==> config.mk <==
export PLATFORM = sky130hd
export DESIGN_NAME = cmd_deserializer_flat
export DESIGN_NICKNAME = d
export VERILOG_FILES = /design/src/rtl/cmd_deserializer_if.sv /design/src/rtl/cmd_deserializer.sv /design/src/flat_wrapper.sv
export SDC_FILE = /design/constraint.sdc
export NUM_CORES = 1
export LEC_CHECK = 0
export ABC_AREA = 1
export BUFFER_PORTS_ARGS = -buffer_cell sky130_fd_sc_hd__buf_4
export CORE_MARGIN = 2
export CORE_UTILIZATION = 50
export DETAILED_ROUTE_END_ITERATION = 16
export PLACE_DENSITY = 0.73
export SYNTH_ARGS = -nofsm -noshare
export SYNTH_HDL_FRONTEND = slang
export SYNTH_SLANG_ARGS = --single-unit
==> constraint.sdc <==
create_clock -name Clk -period 2.1 [get_ports Clk]
set_input_delay 0.42 -clock Clk [delete_from_list [all_inputs] [get_ports Clk]]
set_output_delay 0.42 -clock Clk [all_outputs]
set_load 0.1 [all_outputs]
==> src/rtl/cmd_deserializer_if.sv <==
// Command-side bundle of cmd_deserializer: serial input, the handshake, decoded fields and
// status pulses. master = deserializer, slave = consumer/driver of the serial line.
interface cmd_deserializer_if #(
  parameter int unsigned INBITS = 8,
  parameter int unsigned WIDTH  = 8
);
  logic              commandInput;
  logic              BitValid;
  logic              CmdReady;
  logic              ValidCmd;
  logic              RW;
  logic              ConfigDiv;
  logic [3:0]        Sel;
  logic [31:0]       Din;
  logic [WIDTH-1:0]  Addr;
  logic [INBITS-1:0] inA;
  logic [INBITS-1:0] inB;
  logic              ParErr;
  logic              Overrun;
  logic              Timeout;

  modport master (
    input  commandInput, BitValid, CmdReady,
    output ValidCmd, RW, ConfigDiv, Sel, Din, Addr, inA, inB, ParErr, Overrun, Timeout
  );

  modport slave (
    output commandInput, BitValid, CmdReady,
    input  ValidCmd, RW, ConfigDiv, Sel, Din, Addr, inA, inB, ParErr, Overrun, Timeout
  );
endinterface

==> src/rtl/cmd_deserializer.sv <==
// Serial command receiver: start/op/payload/parity framing, even-parity check, one-deep output
// buffer with ValidCmd/CmdReady handshake. Optional in-frame idle timeout via CMD_TIMEOUT_EN.
module cmd_deserializer #(
  parameter int unsigned INBITS  = 8,
  parameter int unsigned WIDTH   = 8,
  parameter int unsigned TIMEOUT = 64
) (
  input logic                Clk,
  input logic                Reset,
  cmd_deserializer_if.master bus
);
  localparam int unsigned WR_LEN  = WIDTH + 32;
  localparam int unsigned ALU_LEN = 4 + 2 * INBITS;
  localparam int unsigned MAXP    = (WR_LEN > ALU_LEN) ? WR_LEN : ALU_LEN;
  localparam int unsigned CW      = $clog2(MAXP);

  typedef enum logic [1:0] {S_IDLE, S_OPCODE, S_PAYLOAD, S_PARITY} state_t;

  state_t            state, state_n;
  logic [CW-1:0]     cnt, cnt_n;
  logic [1:0]        op, op_n;
  logic [MAXP-1:0]   sr, sr_n;
  logic              par, par_n;
  logic              frame_done, parity_bad, load;

  logic              valid_q, rw_q, cfg_q, parerr_q, overrun_q;
  logic [3:0]        sel_q, dec_sel;
  logic [31:0]       din_q, dec_din;
  logic [WIDTH-1:0]  addr_q, dec_addr;
  logic [INBITS-1:0] a_q, b_q, dec_a, dec_b;
  logic              dec_rw, dec_cfg;

  // Payload length minus one, so the counter ends the payload when it hits zero.
  function automatic logic [CW-1:0] last_idx(input logic [1:0] o);
    case (o)
      2'b00:   return CW'(WR_LEN - 1);
      2'b01:   return CW'(WIDTH - 1);
      2'b10:   return CW'(31);
      default: return CW'(ALU_LEN - 1);
    endcase
  endfunction

`ifdef CMD_TIMEOUT_EN
  localparam int unsigned IW = $clog2(TIMEOUT + 1);
  logic [IW-1:0] idle_cnt, idle_n;
  logic          to_q, to_n;
`endif

  always_comb begin
    state_n    = state;
    cnt_n      = cnt;
    op_n       = op;
    sr_n       = sr;
    par_n      = par;
    frame_done = 1'b0;
    parity_bad = par ^ bus.commandInput;
    if (bus.BitValid) begin
      case (state)
        S_IDLE: if (bus.commandInput) begin
          state_n = S_OPCODE;
          cnt_n   = '0;
          par_n   = 1'b0;
        end
        S_OPCODE: begin
          op_n  = {op[0], bus.commandInput};
          par_n = par ^ bus.commandInput;
          if (cnt == CW'(1)) begin
            state_n = S_PAYLOAD;
            cnt_n   = last_idx(op_n);
          end else begin
            cnt_n = CW'(1);
          end
        end
        S_PAYLOAD: begin
          sr_n  = {sr[MAXP-2:0], bus.commandInput};
          par_n = par ^ bus.commandInput;
          if (cnt == '0) state_n = S_PARITY;
          else           cnt_n   = cnt - CW'(1);
        end
        default: begin
          state_n    = S_IDLE;
          frame_done = 1'b1;
        end
      endcase
    end
`ifdef CMD_TIMEOUT_EN
    idle_n = idle_cnt;
    to_n   = 1'b0;
    if (state == S_IDLE || bus.BitValid) begin
      idle_n = '0;
    end else if (idle_cnt == IW'(TIMEOUT - 1)) begin
      idle_n  = '0;
      to_n    = 1'b1;
      state_n = S_IDLE;
    end else begin
      idle_n = idle_cnt + IW'(1);
    end
`endif
  end

  // A completed frame loads if the buffer is empty or is being accepted on this same edge.
  assign load = frame_done && !parity_bad && (!valid_q || bus.CmdReady);

  always_comb begin
    dec_rw   = 1'b0;
    dec_cfg  = 1'b0;
    dec_sel  = '0;
    dec_din  = '0;
    dec_addr = '0;
    dec_a    = '0;
    dec_b    = '0;
    case (op)
      2'b00: begin
        dec_rw   = 1'b1;
        dec_addr = sr[WR_LEN-1:32];
        dec_din  = sr[31:0];
      end
      2'b01: dec_addr = sr[WIDTH-1:0];
      2'b10: begin
        dec_cfg = 1'b1;
        dec_din = sr[31:0];
      end
      default: begin
        dec_sel = sr[ALU_LEN-1 -: 4];
        dec_a   = sr[2*INBITS-1 -: INBITS];
        dec_b   = sr[INBITS-1:0];
      end
    endcase
  end

  always_ff @(posedge Clk) begin
    if (Reset) begin
      state     <= S_IDLE;
      cnt       <= '0;
      op        <= '0;
      sr        <= '0;
      par       <= 1'b0;
      valid_q   <= 1'b0;
      rw_q      <= 1'b0;
      cfg_q     <= 1'b0;
      sel_q     <= '0;
      din_q     <= '0;
      addr_q    <= '0;
      a_q       <= '0;
      b_q       <= '0;
      parerr_q  <= 1'b0;
      overrun_q <= 1'b0;
    end else begin
      state     <= state_n;
      cnt       <= cnt_n;
      op        <= op_n;
      sr        <= sr_n;
      par       <= par_n;
      parerr_q  <= frame_done && parity_bad;
      overrun_q <= frame_done && !parity_bad && valid_q && !bus.CmdReady;
      if (load) begin
        valid_q <= 1'b1;
        rw_q    <= dec_rw;
        cfg_q   <= dec_cfg;
        sel_q   <= dec_sel;
        din_q   <= dec_din;
        addr_q  <= dec_addr;
        a_q     <= dec_a;
        b_q     <= dec_b;
      end else if (valid_q && bus.CmdReady) begin
        valid_q <= 1'b0;
      end
    end
  end

`ifdef CMD_TIMEOUT_EN
  always_ff @(posedge Clk) begin
    if (Reset) begin
      idle_cnt <= '0;
      to_q     <= 1'b0;
    end else begin
      idle_cnt <= idle_n;
      to_q     <= to_n;
    end
  end
  assign bus.Timeout = to_q;
`else
  // TIMEOUT has no effect when the timeout feature is compiled out.
  logic unused_timeout;
  assign unused_timeout = ^TIMEOUT;
  assign bus.Timeout    = 1'b0;
`endif

  assign bus.ValidCmd  = valid_q;
  assign bus.RW        = rw_q;
  assign bus.ConfigDiv = cfg_q;
  assign bus.Sel       = sel_q;
  assign bus.Din       = din_q;
  assign bus.Addr      = addr_q;
  assign bus.inA       = a_q;
  assign bus.inB       = b_q;
  assign bus.ParErr    = parerr_q;
  assign bus.Overrun   = overrun_q;
endmodule

==> src/flat_wrapper.sv <==
// flat-port wrapper written by rule: the top's interface ports become plain ports
module cmd_deserializer_flat 
#(
  parameter int unsigned INBITS  = 8,
  parameter int unsigned WIDTH   = 8,
  parameter int unsigned TIMEOUT = 64
)
  (Clk, Reset, bus_commandInput, bus_BitValid, bus_CmdReady, bus_ValidCmd, bus_RW, bus_ConfigDiv, bus_Sel, bus_Din, bus_Addr, bus_inA, bus_inB, bus_ParErr, bus_Overrun, bus_Timeout);
  cmd_deserializer_if #(.INBITS(INBITS), .WIDTH(WIDTH)) bus_i ();
  input logic Clk;
  input logic Reset;
  input wire logic [$bits(bus_i.commandInput)-1:0] bus_commandInput;
  input wire logic [$bits(bus_i.BitValid)-1:0] bus_BitValid;
  input wire logic [$bits(bus_i.CmdReady)-1:0] bus_CmdReady;
  output wire logic [$bits(bus_i.ValidCmd)-1:0] bus_ValidCmd;
  output wire logic [$bits(bus_i.RW)-1:0] bus_RW;
  output wire logic [$bits(bus_i.ConfigDiv)-1:0] bus_ConfigDiv;
  output wire logic [$bits(bus_i.Sel)-1:0] bus_Sel;
  output wire logic [$bits(bus_i.Din)-1:0] bus_Din;
  output wire logic [$bits(bus_i.Addr)-1:0] bus_Addr;
  output wire logic [$bits(bus_i.inA)-1:0] bus_inA;
  output wire logic [$bits(bus_i.inB)-1:0] bus_inB;
  output wire logic [$bits(bus_i.ParErr)-1:0] bus_ParErr;
  output wire logic [$bits(bus_i.Overrun)-1:0] bus_Overrun;
  output wire logic [$bits(bus_i.Timeout)-1:0] bus_Timeout;
  assign bus_i.commandInput = bus_commandInput;
  assign bus_i.BitValid = bus_BitValid;
  assign bus_i.CmdReady = bus_CmdReady;
  assign bus_ValidCmd = bus_i.ValidCmd;
  assign bus_RW = bus_i.RW;
  assign bus_ConfigDiv = bus_i.ConfigDiv;
  assign bus_Sel = bus_i.Sel;
  assign bus_Din = bus_i.Din;
  assign bus_Addr = bus_i.Addr;
  assign bus_inA = bus_i.inA;
  assign bus_inB = bus_i.inB;
  assign bus_ParErr = bus_i.ParErr;
  assign bus_Overrun = bus_i.Overrun;
  assign bus_Timeout = bus_i.Timeout;
  cmd_deserializer #(.INBITS(INBITS), .WIDTH(WIDTH), .TIMEOUT(TIMEOUT)) u_core (.Clk(Clk), .Reset(Reset), .bus(bus_i));
endmodule
* After elaboration in Yosys (flattened, before gate mapping)
Index checks and enable logic that the tools add are counted.
Word-level totals: register bits 116, output and inout port bits 66
Operators by class: add/subtract/negate cells 1, equality and inequality tests 11, multiplexer cells 22, bitwise operators 1, reduce and logical (&&, ||, !) cells 26
Operators with widths (count):
- $pmux W6 S3 | 2
- $mux W32 | 1
- $mux W6 | 3
- $mux W8 | 2
- $pmux W8 S2 | 1
- $reduce_and A4 Y1 | 2
- $mux W1 | 7
- $eq A2 B1 Y1 const B | 3
- $eq A2 B2 Y1 const B | 3
- $eq A6 B1 Y1 const B | 1
- $logic_and A1 B1 Y1 | 6
- $logic_not A2 Y1 | 3
- $logic_not A6 Y1 | 1
- $mux W2 | 3
- $pmux W2 S3 | 1
- $reduce_or A3 Y1 | 2
- $sub A6 B1 Y6 const B | 1
- $mux W4 | 1
- $ne A2 B1 Y1 const B | 2
- $ne A2 B2 Y1 const B | 2
- $reduce_and A2 Y1 | 2
- $reduce_bool A2 Y1 | 2
- $reduce_or A2 Y1 | 2
- $logic_not A1 Y1 | 3
- other kinds (5) | 5

* Depth between registers and ports, before layout
depth in word-level cells 7, mapped depth 8

* Worst setup path before layout
OpenSTA, ideal clock, no wires.
path kind reg2reg, from register u_core.valid_q (netlist: u_core.bus.ValidCmd), to register u_core.din_q[20] (netlist: u_core.bus.Din[20]), library setup time 0.070 ns, data arrival time 1.760 ns, required time 2.030 ns, path slack 0.269 ns, cell stages (with the launch flop) 8, buffers on the path 1, cell sequence dfxtp_1 -> inv_1 -> nor2_1 -> inv_1 -> nand3_4 -> buf_2 -> nand2_1 -> a21oi_2
On the way: longest elaborated chain between the ends 3
RTL lines:
- start: declaration | line cmd_deserializer.sv:26 | logic valid_q, rw_q, cfg_q, parerr_q, overrun_q;
- start signal: assignment | line cmd_deserializer.sv:138 | valid_q <= 1'b0;
- start signal: assignment | line cmd_deserializer.sv:157 | valid_q <= 1'b1;
- start signal: assignment | line cmd_deserializer.sv:166 | valid_q <= 1'b0;
- $logic_not A1 Y1 | line cmd_deserializer.sv:102 | assign load = frame_done && !parity_bad && (!valid_q || bus.CmdReady);
- $logic_or A1 B1 Y1 | line cmd_deserializer.sv:102
- $logic_and A1 B1 Y1 | line cmd_deserializer.sv:102
- end signal: assignment | line cmd_deserializer.sv:161 | din_q <= dec_din;
- end: declaration | line cmd_deserializer.sv:28 | logic [31:0] din_q, dec_din;
Every way passes these cells. A chain may end at the register's enable or synchronous reset.

* Worst setup path in the final report
from register u_core.state[0], to register u_core.sr[23]
On the way: longest elaborated chain between the ends 2
RTL lines:
- start: declaration | line cmd_deserializer.sv:19 | state_t state, state_n;
- start signal: assignment | line cmd_deserializer.sv:149 | state <= state_n;
- $eq A2 B2 Y1 | line cmd_deserializer.sv:58 | case (state)
- $reduce_and A2 Y1 (no line)
- end signal: assignment | line cmd_deserializer.sv:152 | sr <= sr_n;
- end: declaration | line cmd_deserializer.sv:22 | logic [MAXP-1:0] sr, sr_n;
Every way passes these cells.

==> results.toml <==
[grt]
grt_usage_pct = 21.18
grt_pass1_vias = 3770
grt_max_degree = 73
antenna_found_initial = 0
overflow = 0
grt_pass1_wl_mm = 17.78

[routing]
drt-total-wl_mm = 10.69
dr.pass1.iters = 5
ant_nets = 0
wl_per_cell_um = 13.48
vias_per_cell = 5.160
drtIter0Drc = 248
drc = 0
num_vias = 4092

[logic_synthesis]
yosysMostFrequentCell = "dfxtp_1"
ys.flop_type = "dfxtp_1"
synth_area_per_cell_um2 = 8.344
synth_nets = 604
synthCells = 592
yosysSeqAreaShare_pct = 47.01
async_reset_ff_share_pct = 0
ys_warn_count = 0
yosysTopAreaCellShare_pct = 47.01
synth_area_leaders = "dfxtp_1, nand3_2, nand2_1"
synth.top_cells.by_count = "dfxtp_1, nand2_1, nor2_1"
synth-edff-count = 0
synth.largest_area_cell = "dfxtp_1"
ys_ff_latch = 116
syn_area_um2 = 4940
ys_types = 30

[placed_design]
gp_congestion = 0.8905
port_buffers = 69
placed_area_um2 = 5430
dp_slack_ns = 0.3099
hpwl_mm = 6.716

[cts]
cts_tree = "yes"
postCtsSetupRepairBufs = 0
holdBufCountCts = 0
cts_buffers = 17
clock_sinks = 116
cts-root-buf = "clkbuf_8"
clk_pin_slew_ns = 0.06
clock_path_buffers = 2
cts_resized = 0
h-tree-depth = 4
clock_latency_ns = 0.50

[sta]
timing.fmax_ghz = 0.5525
min_period_over_period_pct = 86.19
setup_ws_ns = 0.2901
final.setup.tns_ns = 0
rsz0062_at_grt = "false"
maxSlewHeadroom_pct = 62.87
finClkSkew_ns = 0.01049
final-hold-violation-count = 0
maxSlewViolCount = 0
tightest_slew_ns = 0.5563
setup_viol_count_final = 0
fin_crit_ns = 1.810

[critical_path]
crit_arrival_ns = 2.25
path_class = "register to register"
cp_max_fo = 19
critPathCaptureType = "register"
start_kind = "register"
critPathRequiredTime_ns = 2.54

[final_layout]
diodes = 0
fillers = 824
syn2layout_area_growth_pct = 22.34
layout.nets = 660
finalInstanceArea_um2 = 6043
drive_above_1_share_pct = 28.79
register_area_um2 = 2322
multi_input_area_um2 = 2246

[power_and_ir_drop]
finalPower_mw = 5.756
max-vdd-ir-drop_v = 0.0005871
leakage_nw = 2.197
p_per_area_nw_per_um2 = 952.5

[floorplan]
top_level_ports = 71
die_h_um = 103.4
die-area_um2 = 10690
start_util_pct = 51.01
core_area_um2 = 9684
die_w_um = 103.4
num_rows = 36

[status]
status = "finished clean"

[min_path]
hold_path.class = "primary input to register"

[flow_run]
drv_cap = 0
## layout by cell type (no fill, tap or decap), types with 16 or more instances in the layout
master / Yosys / final
a21oi_1: 51 / 51
a21oi_2: 33 / 33
buf_4: 3 / 76
clkbuf_16: 0 / 16
dfxtp_1: 116 / 116
inv_1: 24 / 24
nand2_1: 114 / 114
nand3_1: 22 / 22
nand3_2: 43 / 43
nor2_1: 73 / 73
o21ai_0: 51 / 51
## power breakdown
part	leakage, nW	switching (mW)	internal (mW)
Combinational	0.953	0.303	0.130
Clock	0.307	0.952	2.00
Sequential	0.937	0.0866	2.28
## sequential cells by signal, indices dropped and copies added, names as in the netlist, 2 cells and up
signal / count
u_core.bus.Addr: 8
u_core.bus.Din: 32
u_core.bus.Sel: 4
u_core.bus.inA: 8
u_core.bus.inB: 8
u_core.cnt: 6
u_core.op: 2
u_core.sr: 40
u_core.state: 2
## routing by layer
| layer | routed length [µm] | vias to the layer above | GRT usage, % |
|---|---|---|---|
| li1 | - | 2067 | - |
| met1 | 5041 | 1906 | 28.18 |
| met2 | 5080 | 110 | 34.29 |
| met3 | 449 | 9 | 5.040 |
| met4 | 122 | 0 | 6.377 |
| met5 | 0 | - | 0 |
## worst paths after layout
| check | end | slack (ns) | from | cells past startpoint |
|---|---|---|---|---|
| hold / removal | u_core.op[1] | 0.24 | bus_BitValid | 3 |
| setup reg to reg | u_core.sr[23] | 0.29 | u_core.state[0] | 7 |
| setup / recovery | u_core.sr[23] | 0.29 | u_core.state[0] | 7 |
| hold reg to reg | u_core.bus.inB[0] | 0.47 | u_core.bus.inB[0] | 2 |
## logic make-up after synthesis
logic type,count (synthesis),share of synthesized area (%)
flops,116,47.01
compound gates,139,16.67
buf+inv,66,7.523
simple gates,262,26.62
other cells,1,0.07591
fa+ha+maj,7,1.773
xor+xnor,1,0.3294
## worst max-delay path, cell delays in order (launching register included)
cell,delay [ns]
dfxtp_1,0.33
inv_1,0.10
ha_1,0.30
nand2_1,0.11
inv_1,0.43
buf_4,0.30
nor2_1,0.07
nor2_1,0.10
## through the flow
stage,hold slack [ns],instances,utilization [%]
2_1_floorplan,0.4554,592,-
3_3_place_gp,0.4548,762,56.07
3_5_place_dp,0.4571,762,56.07
4_1_cts,0.2221,793,62.40
5_1_grt,0.2443,793,62.40
6_report,0.2357,793,62.40
## final cells by class
type / instances / share of cell area [%]
flip-flops and latches: 116 / 38.43
multi-input cells: 410 / 37.16
repair buffers: 77 / 9.772
clock buffers: 21 / 7.598
well taps: 133 / 2.754
clock inverters: 10 / 2.547
inverters: 26 / 1.739
Note: power is estimated with default switching activity, not from simulation.
